## src/rtl/pe_rs_pkg.sv

```systemverilog
`default_nettype none
// ============================================================================
// Module   : pe_rs_pkg
// Purpose  : Shared definitions for the row-stationary multi-filter PE.
//            Holds the FSM state encoding, the output-length helper and
//            counter-width helpers.
// Revision : 1.0 - initial release
// ============================================================================
package pe_rs_pkg;

  typedef enum logic [2:0] {
    ST_IDLE    = 3'd0,
    ST_LOAD_W  = 3'd1,
    ST_LOAD_A  = 3'd2,
    ST_COMPUTE = 3'd3,
    ST_ACCUM   = 3'd4,
    ST_DRAIN   = 3'd5
  } state_e;

  // Number of valid output positions of a strided 1-D convolution (floor).
  function automatic int out_len(input int act_len, input int kernel,
                                 input int stride);
    return (act_len - kernel) / stride + 1;
  endfunction

  // Bits needed to index 0..n-1; never less than one bit.
  function automatic int idx_w(input int n);
    return (n <= 2) ? 1 : $clog2(n);
  endfunction

  function automatic int max2(input int a, input int b);
    return (a > b) ? a : b;
  endfunction

endpackage
`default_nettype wire

```

## src/rtl/pe_mac_acc.sv

```systemverilog
`default_nettype none
// ============================================================================
// Module   : pe_mac_acc
// Purpose  : Registered signed multiply-accumulate. sum_o is the
//            combinational result of this step; it is registered into the
//            accumulator when en_i is high. clr_i drops the previous
//            accumulator value so the first tap of a window starts fresh.
// Ports    : clk, reset        - clock, synchronous active-high reset
//            en_i              - advance the accumulator this cycle
//            clr_i             - first tap: ignore the stored accumulator
//            a_i, b_i          - signed DATA_W operands
//            sum_o             - signed ACC_W step result (wraps)
// Revision : 1.0 - initial release
// ============================================================================
module pe_mac_acc #(
  parameter int DATA_W = 8,
  parameter int ACC_W  = 24
) (
  input  logic                     clk,
  input  logic                     reset,
  input  logic                     en_i,
  input  logic                     clr_i,
  input  logic signed [DATA_W-1:0] a_i,
  input  logic signed [DATA_W-1:0] b_i,
  output logic signed [ACC_W-1:0]  sum_o
);

  logic signed [2*DATA_W-1:0] prod;
  logic signed [ACC_W-1:0]    prod_ext;
  logic signed [ACC_W-1:0]    base;
  logic signed [ACC_W-1:0]    acc_q;

  assign prod = a_i * b_i;

  generate
    if (ACC_W > 2*DATA_W) begin : g_prod_sext
      assign prod_ext = {{(ACC_W-2*DATA_W){prod[2*DATA_W-1]}}, prod};
    end else begin : g_prod_same
      assign prod_ext = prod;
    end
  endgenerate

  assign base  = clr_i ? '0 : acc_q;
  assign sum_o = base + prod_ext;

  always_ff @(posedge clk) begin
    if (reset) begin
      acc_q <= '0;
    end else if (en_i) begin
      acc_q <= sum_o;
    end
  end

endmodule
`default_nettype wire

```

## src/rtl/pe_rs_multi.sv

```systemverilog
`default_nettype none
// ============================================================================
// Module   : pe_rs_multi
// Purpose  : Row-stationary PE holding NUM_FILT filter rows and one ifmap
//            row. Computes a strided 1-D convolution of each filter against
//            the ifmap row (one MAC per cycle), optionally adds a neighbour
//            psum row, then streams results out over valid/ready.
// Ports    : clk, reset                  - clock, sync active-high reset
//            load_w_i / load_a_i/start_i - command pulses (IDLE only)
//            accum_en_i                  - captured with start_i
//            w_in_*   - weight stream, filter-major then tap order
//            a_in_*   - activation stream, index order
//            psum_in_*  - neighbour psum stream (ACCUM state)
//            psum_out_* - result stream, filter-major then output index
//            busy_o, load_done_o, compute_done_o - status
// Revision : 1.0 - initial release
// ============================================================================
module pe_rs_multi
  import pe_rs_pkg::*;
#(
  parameter int DATA_W   = 8,
  parameter int ACC_W    = 24,
  parameter int KERNEL   = 3,
  parameter int ACT_LEN  = 5,
  parameter int NUM_FILT = 2,
  parameter int STRIDE   = 1
) (
  input  logic              clk,
  input  logic              reset,
  input  logic              load_w_i,
  input  logic              load_a_i,
  input  logic              start_i,
  input  logic              accum_en_i,
  input  logic              w_in_valid_i,
  output logic              w_in_ready_o,
  input  logic [DATA_W-1:0] w_in_data_i,
  input  logic              a_in_valid_i,
  output logic              a_in_ready_o,
  input  logic [DATA_W-1:0] a_in_data_i,
  input  logic              psum_in_valid_i,
  output logic              psum_in_ready_o,
  input  logic [ACC_W-1:0]  psum_in_data_i,
  output logic              psum_out_valid_o,
  input  logic              psum_out_ready_i,
  output logic [ACC_W-1:0]  psum_out_data_o,
  output logic              busy_o,
  output logic              load_done_o,
  output logic              compute_done_o
);

  localparam int OUT_LEN = out_len(ACT_LEN, KERNEL, STRIDE);
  localparam int NPSUM   = NUM_FILT * OUT_LEN;
  localparam int NW      = NUM_FILT * KERNEL;
  localparam int WI_W    = idx_w(NW);
  localparam int AI_W    = idx_w(ACT_LEN);
  localparam int PI_W    = idx_w(NPSUM);
  localparam int F_W     = idx_w(NUM_FILT);
  localparam int O_W     = idx_w(OUT_LEN);
  localparam int K_W     = idx_w(KERNEL);
  localparam int LD_W    = idx_w(max2(NW, ACT_LEN));

  state_e state_q, state_d;

  logic [LD_W-1:0] ld_cnt_q;
  logic [F_W-1:0]  f_q;
  logic [O_W-1:0]  o_q;
  logic [K_W-1:0]  k_q;
  logic [PI_W-1:0] idx_q;
  logic            accum_q;
  logic            load_done_q;

  logic signed [DATA_W-1:0] wspad_q [NW];
  logic signed [DATA_W-1:0] aspad_q [ACT_LEN];
  logic        [ACC_W-1:0]  pspad_q [NPSUM];

  logic            w_ld_last, a_ld_last;
  logic            k_last, o_last, f_last, cmp_last, idx_last;
  logic [WI_W-1:0] w_ridx;
  logic [AI_W-1:0] a_ridx;
  logic [PI_W-1:0] p_widx;
  logic            mac_en;
  logic            mac_clr;
  logic signed [ACC_W-1:0] mac_sum;

  assign w_ld_last = (ld_cnt_q == LD_W'(NW-1));
  assign a_ld_last = (ld_cnt_q == LD_W'(ACT_LEN-1));
  assign k_last    = (k_q == K_W'(KERNEL-1));
  assign o_last    = (o_q == O_W'(OUT_LEN-1));
  assign f_last    = (f_q == F_W'(NUM_FILT-1));
  assign cmp_last  = k_last && o_last && f_last;
  assign idx_last  = (idx_q == PI_W'(NPSUM-1));

  // Scratchpad addresses for the current compute step.
  assign w_ridx = WI_W'(int'(f_q) * KERNEL + int'(k_q));
  assign a_ridx = AI_W'(int'(o_q) * STRIDE + int'(k_q));
  assign p_widx = PI_W'(int'(f_q) * OUT_LEN + int'(o_q));

  assign mac_en  = (state_q == ST_COMPUTE);
  assign mac_clr = (k_q == '0);

  pe_mac_acc #(
    .DATA_W (DATA_W),
    .ACC_W  (ACC_W)
  ) u_mac (
    .clk   (clk),
    .reset (reset),
    .en_i  (mac_en),
    .clr_i (mac_clr),
    .a_i   (wspad_q[w_ridx]),
    .b_i   (aspad_q[a_ridx]),
    .sum_o (mac_sum)
  );

  assign busy_o      = (state_q != ST_IDLE);
  assign load_done_o = load_done_q;

  // --------------------------------------------------------------------------
  // FSM state register
  // --------------------------------------------------------------------------
  always_ff @(posedge clk) begin
    if (reset) begin
      state_q <= ST_IDLE;
    end else begin
      state_q <= state_d;
    end
  end

  // --------------------------------------------------------------------------
  // FSM next state and handshake outputs
  // --------------------------------------------------------------------------
  always_comb begin
    state_d          = state_q;
    w_in_ready_o     = 1'b0;
    a_in_ready_o     = 1'b0;
    psum_in_ready_o  = 1'b0;
    psum_out_valid_o = 1'b0;
    psum_out_data_o  = '0;
    compute_done_o   = 1'b0;
    case (state_q)
      ST_IDLE: begin
        if (load_w_i) begin
          state_d = ST_LOAD_W;
        end else if (load_a_i) begin
          state_d = ST_LOAD_A;
        end else if (start_i) begin
          state_d = ST_COMPUTE;
        end
      end
      ST_LOAD_W: begin
        w_in_ready_o = 1'b1;
        if (w_in_valid_i && w_ld_last) begin
          state_d = ST_IDLE;
        end
      end
      ST_LOAD_A: begin
        a_in_ready_o = 1'b1;
        if (a_in_valid_i && a_ld_last) begin
          state_d = ST_IDLE;
        end
      end
      ST_COMPUTE: begin
        if (cmp_last) begin
          state_d = accum_q ? ST_ACCUM : ST_DRAIN;
        end
      end
      ST_ACCUM: begin
        psum_in_ready_o = 1'b1;
        if (psum_in_valid_i && idx_last) begin
          state_d = ST_DRAIN;
        end
      end
      ST_DRAIN: begin
        psum_out_valid_o = 1'b1;
        psum_out_data_o  = pspad_q[idx_q];
        if (psum_out_ready_i && idx_last) begin
          compute_done_o = 1'b1;
          state_d        = ST_IDLE;
        end
      end
      default: begin
        state_d = ST_IDLE;
      end
    endcase
  end

  // --------------------------------------------------------------------------
  // Counters and scratchpads
  // --------------------------------------------------------------------------
  always_ff @(posedge clk) begin
    if (reset) begin
      ld_cnt_q    <= '0;
      f_q         <= '0;
      o_q         <= '0;
      k_q         <= '0;
      idx_q       <= '0;
      accum_q     <= 1'b0;
      load_done_q <= 1'b0;
      for (int i = 0; i < NW; i++) begin
        wspad_q[i] <= '0;
      end
      for (int i = 0; i < ACT_LEN; i++) begin
        aspad_q[i] <= '0;
      end
      for (int i = 0; i < NPSUM; i++) begin
        pspad_q[i] <= '0;
      end
    end else begin
      load_done_q <= 1'b0;
      case (state_q)
        ST_IDLE: begin
          // start only wins when neither load command is present.
          if (!load_w_i && !load_a_i && start_i) begin
            accum_q <= accum_en_i;
          end
        end
        ST_LOAD_W: begin
          if (w_in_valid_i) begin
            wspad_q[WI_W'(ld_cnt_q)] <= w_in_data_i;
            if (w_ld_last) begin
              ld_cnt_q    <= '0;
              load_done_q <= 1'b1;
            end else begin
              ld_cnt_q <= ld_cnt_q + LD_W'(1);
            end
          end
        end
        ST_LOAD_A: begin
          if (a_in_valid_i) begin
            aspad_q[AI_W'(ld_cnt_q)] <= a_in_data_i;
            if (a_ld_last) begin
              ld_cnt_q    <= '0;
              load_done_q <= 1'b1;
            end else begin
              ld_cnt_q <= ld_cnt_q + LD_W'(1);
            end
          end
        end
        ST_COMPUTE: begin
          // The last tap's MAC result is the finished window sum.
          if (k_last) begin
            pspad_q[p_widx] <= mac_sum;
            k_q <= '0;
            if (o_last) begin
              o_q <= '0;
              if (f_last) begin
                f_q <= '0;
              end else begin
                f_q <= f_q + F_W'(1);
              end
            end else begin
              o_q <= o_q + O_W'(1);
            end
          end else begin
            k_q <= k_q + K_W'(1);
          end
        end
        ST_ACCUM: begin
          if (psum_in_valid_i) begin
            pspad_q[idx_q] <= pspad_q[idx_q] + psum_in_data_i;
            idx_q <= idx_last ? '0 : idx_q + PI_W'(1);
          end
        end
        ST_DRAIN: begin
          if (psum_out_ready_i) begin
            idx_q <= idx_last ? '0 : idx_q + PI_W'(1);
          end
        end
        default: begin
        end
      endcase
    end
  end

endmodule
`default_nettype wire
```

## config.mk

```make
export PLATFORM = sky130hd
export DESIGN_NAME = pe_rs_multi
export DESIGN_NICKNAME = d
export VERILOG_FILES = /design/src/rtl/pe_rs_pkg.sv /design/src/rtl/pe_mac_acc.sv /design/src/rtl/pe_rs_multi.sv
export SDC_FILE = /design/constraint.sdc
export NUM_CORES = 1
export LEC_CHECK = 0
export ABC_AREA = 0
export ABC_CLOCK_PERIOD_IN_PS = 8400
export CAP_MARGIN = 20
export CORE_MARGIN = 2
export CORE_UTILIZATION = 60
export DETAILED_ROUTE_END_ITERATION = 12
export MAX_ROUTING_LAYER = met4
export PLACE_DENSITY = 0.79
export SKIP_LAST_GASP = 1
export SLEW_MARGIN = 0
export SYNTH_ARGS = -nofsm -noshare
export SYNTH_HDL_FRONTEND = slang
export SYNTH_HIERARCHICAL = 1
export SYNTH_SLANG_ARGS = --single-unit
```

## constraint.sdc

```tcl
create_clock -name clk -period 8.4 [get_ports clk]
set_clock_uncertainty 0.05 [all_clocks]
set_input_delay 2.1 -clock clk [delete_from_list [all_inputs] [get_ports clk]]
set_output_delay 2.1 -clock clk [all_outputs]
set_load 0.01 [all_outputs]
```

# After elaboration in Yosys (flattened, before gate mapping)

Memory sizes are Yosys's and may differ from the RTL's. A register that Yosys moved wholly into a read port is not among the register bits.
Cells that the tools add are included.

Multiplexer cells: 67
Eq/ne operators: 20
$mul: 2
Add/subtract/negate cells: 10
Reductions and logical operators: 25

Operator list:

| kind                                           | count |
|---|---|
| two-way mux 24 bit                             | 4 |
| two-way mux 3 bit                              | 21 |
| OR reduction 24 bit                            | 2 |
| two-way mux 1 bit                              | 34 |
| adder 24 x 16 -> 24 bit                        | 1 |
| adder 24 bit                                   | 1 |
| != test 2 bit (second input constant)          | 9 |
| one-hot mux 3 bit (6 select lines)             | 1 |
| multiplier 8 x 8 -> 16 bit                     | 1 |
| two-way mux 8 bit                              | 2 |
| OR reduction 8 bit                             | 2 |
| == test 3 bit (second input constant)          | 5 |
| one-hot mux 3 bit (2 select lines)             | 2 |
| AND reduction 3 bit                            | 3 |
| logical AND 1 bit                              | 8 |
| adder 3 x 1 -> 3 bit (second input constant)   | 2 |
| == test 3 x 2 -> 1 bit (second input constant) | 2 |
| AND reduction 6 bit                            | 1 |
| adder 2 x 1 -> 2 bit (second input constant)   | 2 |
| == test 2 bit (second input constant)          | 2 |
| two-way mux 2 bit                              | 2 |
| != test 4 bit (second input constant)          | 1 |
| AND reduction 2 bit                            | 2 |
| nonzero test 2 bit                             | 2 |
| other kinds (11)                               | 12 |

Input port bits: 50
Bits in writable memories: 232
Flip-flop bits (word level): 40
Memories: 3

Memories:

| name    | depth | width | read ports | clocked after memory_dff | wr ports | line              | source |
|---|---|---|---|---|---|---|---|
| pspad_q | 6     | 24    | 1          | 1                        | 6        | pe_rs_multi.sv:74 | `logic [ACC_W-1:0] pspad_q [NPSUM];` |
| wspad_q | 6     | 8     | 1          | 0                        | 6        | pe_rs_multi.sv:72 | `logic signed [DATA_W-1:0] wspad_q [NW];` |
| aspad_q | 5     | 8     | 1          | 0                        | 5        | pe_rs_multi.sv:73 | `logic signed [DATA_W-1:0] aspad_q [ACT_LEN];` |

# Depth between registers and ports, before layout

Depth in word-level cells: 8
Gate-level depth with buffers: 28

# Cells and area by module

The synthesis kept the hierarchy.

Modules (own cells, without submodules):

| module      | cells an instance | instances | area each (um^2) | seq. area each (um^2) |
|---|---|---|---|---|
| pe_rs_multi | 1166              | 1         | 16216.8          | 9989.6 |
| pe_mac_acc  | 544               | 1         | 5275.1           | 480.5 |

# Least setup slack after synthesis

Ideal clock, no wire load.

Kind: reg2reg
Start point: reg k_q[0]
End point: mem pspad_q[5][22] (data pin)
Clock period less this slack: 7.729 ns
Setup slack: 0.671 ns
Cell stages (with the launch flop): 26
Setup time: 0.265 ns
Arrival time: 7.415 ns
Path through: dfxtp_1 ha_1 fa_1 buf_1 clkbuf_1 mux4_2 mux2_2 and2_1 inv_1 fa_1 inv_1 fa_1 fa_1 fa_1 fa_1 ha_1 a21oi_2 o22ai_2 o41ai_4 nor3b_1 nor3_1 xnor2_1 a2bb2oi_1 and3b_1 clkbuf_1 inv_1

RTL lines:

| element                | line               | source |
|---|---|---|
| from (decl)            | pe_rs_multi.sv:67  | `logic [K_W-1:0] k_q;` |
| from (signal assigned) | pe_rs_multi.sv:254 | `k_q <= k_q + K_W'(1);` |
| to (decl)              | pe_rs_multi.sv:74  |  |

==> reports/results.ini <==
[run_status]
status = complete, no violations

[detailed_routing]
drt_iter0_drc = 1298
routedWlPerCell_um = 21.9
vias = 13900
first_pass_iters = 5
wl_um = 49900
viasPerCell = 6.10
drtAntennaViolNets = 0
drc_errors = 0

[synth]
synth_edf_count = 320
synth_top_area_cell = edfxtp_1
ys.flop_type = edfxtp_1
synth.area.mux_share_pct = 11.5
synthCells = 1710
yosys.area_share.simple_pct = 13.6
syn_area_um2 = 21500
synth-seq-area-share_pct = 48.7
synth_top_family_by_area = adder cells
synth.area.top_cells = edfxtp_1 (45%), fa_1 (10%), mux4_2 (8.4%)
synth-adder-area-share_pct = 14.9
yosysUniqueCellTypes = 87
synth_compound_area_share_pct = 6.10
synthesis.nets = 1951
avgSynthCellArea_um2 = 12.6
async_flop_share_pct = 0
ys_warn_count = 6
synth-seq-cells = 363
synth-xor-area-share_pct = 1.37
netlist.area_leader.share_pct = 44.7

[die]
die-height_um = 193
num_io_pins = 81
die_w_um = 193
initial_utilization_pct = 60.7
core-area_um2 = 35400
rows = 69
dieArea_um2 = 37300

[power_and_ir_drop]
power_leakage_nw = 9.32
ir_worst_vdd_mv = 0.224
p_per_area_nw_per_um2 = 266

[sta]
post-route-min-period_ps = 7920
fin_setup_tns_ps = 0
whs_ps = 412
post-route-period-util_pct = 94.3
worst_pin_slew_ps = 1020
slew_headroom_pct = 32.3
fmax_mhz = 126
slew_viol_final = 0
timing_hold_violations_final = 0
setup_viol = 0
setup_ws_ps = 479

[clocking]
clock_latency_ps = 550
cts_hold_buf = 0
clk_pin_slew_ps = 60
htreeDepth = 2
numCtsBuffers = 38
cts-root-buf = clkbuf_16
clk_path_buf_depth = 3
cts_sinks = 363
tritoncts = built

[worst_setup_path]
crit_required_ps = 8620
end_kind = flip-flop
crit_arrival_ps = 8140
worstSetupPathType = reg -> reg
start_kind = flip-flop
cp_max_fo = 8

[placed_design]
place_area_um2 = 22700
port_buffers = 80
place_congestion = 0.913
dp.final_hpwl_um = 34000
post-place-ws_ps = 545

[global_route]
gr-total-overflow = 0
grt_pass1_wl_um = 79400
grt_max_degree = 48
antenna_found_initial = 0
grt_pass1_vias = 14500
grt.total_usage_pct = 28.2

[worst_hold_path]
min_path_type = reg -> reg

[run]
drv_cap = 0

[cells_and_area]
multi_input_area_um2 = 10200
fin_util_pct = 67.7
ff_latch_area_um2 = 10500
antenna_cells = 0
design_area_um2 = 24000
final_cell_mix = edfxtp_1 (320), nor2_1 (225), inv_1 (126), fa_1 (108), and2_1 (107)
areaGrowthSynthToFinish_pct = 11.5
final_common_cell = edfxtp_1
fillCellCount = 2536
drive_gt1_share_pct = 14.3
nets = 2026

registers in the layout, summed over array words and instances, names as in the netlist, 2 cells and up, named ones only:
| register | count |
|---|---|
| wspad_q | 64 |
| u_mac/acc_q | 24 |
| aspad_q | 64 |
| pspad_q | 192 |
| ld_cnt_q | 3 |
| o_q | 2 |
| k_q | 2 |
| idx_q | 3 |
| state_q | 3 |
Yosys cell counts (6+ instances only):
master / n
xor2_1: 8
nand4_1: 9
clkbuf_1: 41
nand3_1: 19
mux4_2: 80
a21o_1: 9
and2_1: 107
nor2b_1: 26
edfxtp_1: 320
xnor2_1: 23
nor3b_1: 6
or2_2: 12
fa_1: 108
or3_1: 12
o21bai_1: 6
dfxtp_1: 43
ha_1: 83
o21ai_0: 34
buf_1: 8
nand2b_1: 17
a22oi_1: 12
a21oi_1: 46
and3_1: 13
nor3_1: 18
mux2_2: 39
buf_2: 16
mux2i_1: 22
o21a_1: 11
inv_1: 127
nor2_1: 226
a211oi_1: 7
a21oi_2: 6
nand2_1: 96
power breakdown:
group | internal, W | switching [W]
clock | 0.000909 | 0.000689
combinational | 0.00108 | 0.00161
sequential | 0.00204 | 0.0000517
cells by family after synthesis:
family / count (synthesis)
simple gates: 593
xor+xnor: 32
compound gates: 186
buf+inv: 203
fa+ha+maj: 191
mux: 142
flops: 363
stage by stage:
stage,cells,power (W)
after floorplan,1710,0.00407
after global placement,2202,0.00471
after detailed placement,2202,0.00477
after CTS,2272,0.00637
after global routing,2276,0.00677
final,2276,0.00638
final cells by class:
cell class | instances | area share, %
clock buffers | 55 | 4.53
clock inverters | 15 | 0.418
inverters | 129 | 2.04
flip-flops and latches | 363 | 43.7
well taps | 461 | 2.41
multi-input cells | 1144 | 42.7
repair buffers | 109 | 4.23
final timing paths:
kind / start / end / slack (ps) / cells after the start
setup / recovery: k_q[0] / pspad_q[7][23] / 480 / 24
setup reg to reg: k_q[0] / pspad_q[7][23] / 480 / 24
hold / removal: u_mac/acc_q[19] / u_mac/acc_q[19] / 410 / 2
hold reg to reg: u_mac/acc_q[19] / u_mac/acc_q[19] / 410 / 2
layer usage:
metal / routed length, µm / up-vias / track usage, %
met5: 0 / - / -
li1: - / 6242 / -
met4: 1280 / 0 / 7.94
met2: 24600 / 573 / 45.6
met3: 3620 / 94 / 3.97
met1: 20500 / 6973 / 37.8
critical path, cell delays in order, from the launching register on:
cell and delay (ps):
dfxtp_1 380, ha_1 240, fa_1 690, mux4_2 360
mux2_2 360, nand2_1 190, inv_1 80, fa_1 540
inv_1 150, fa_1 690, clkinvlp_4 200, buf_4 180
fa_1 500, fa_1 500, ha_1 310, ha_1 390
and4_1 280, o2111a_1 200, and3_1 200, o211ai_2 120
o21a_1 220, xor2_1 150, a22o_1 230, nor3_2 300
inv_1 120
what timing repair did:
item / CTS / global route
resized for setup: 0 / 2
setup endpoints to repair: 0 / 4
endpoints found under the hold margin: 0 / 0
setup buffers: 0 / 4
(Power assumes the default switching activity.)
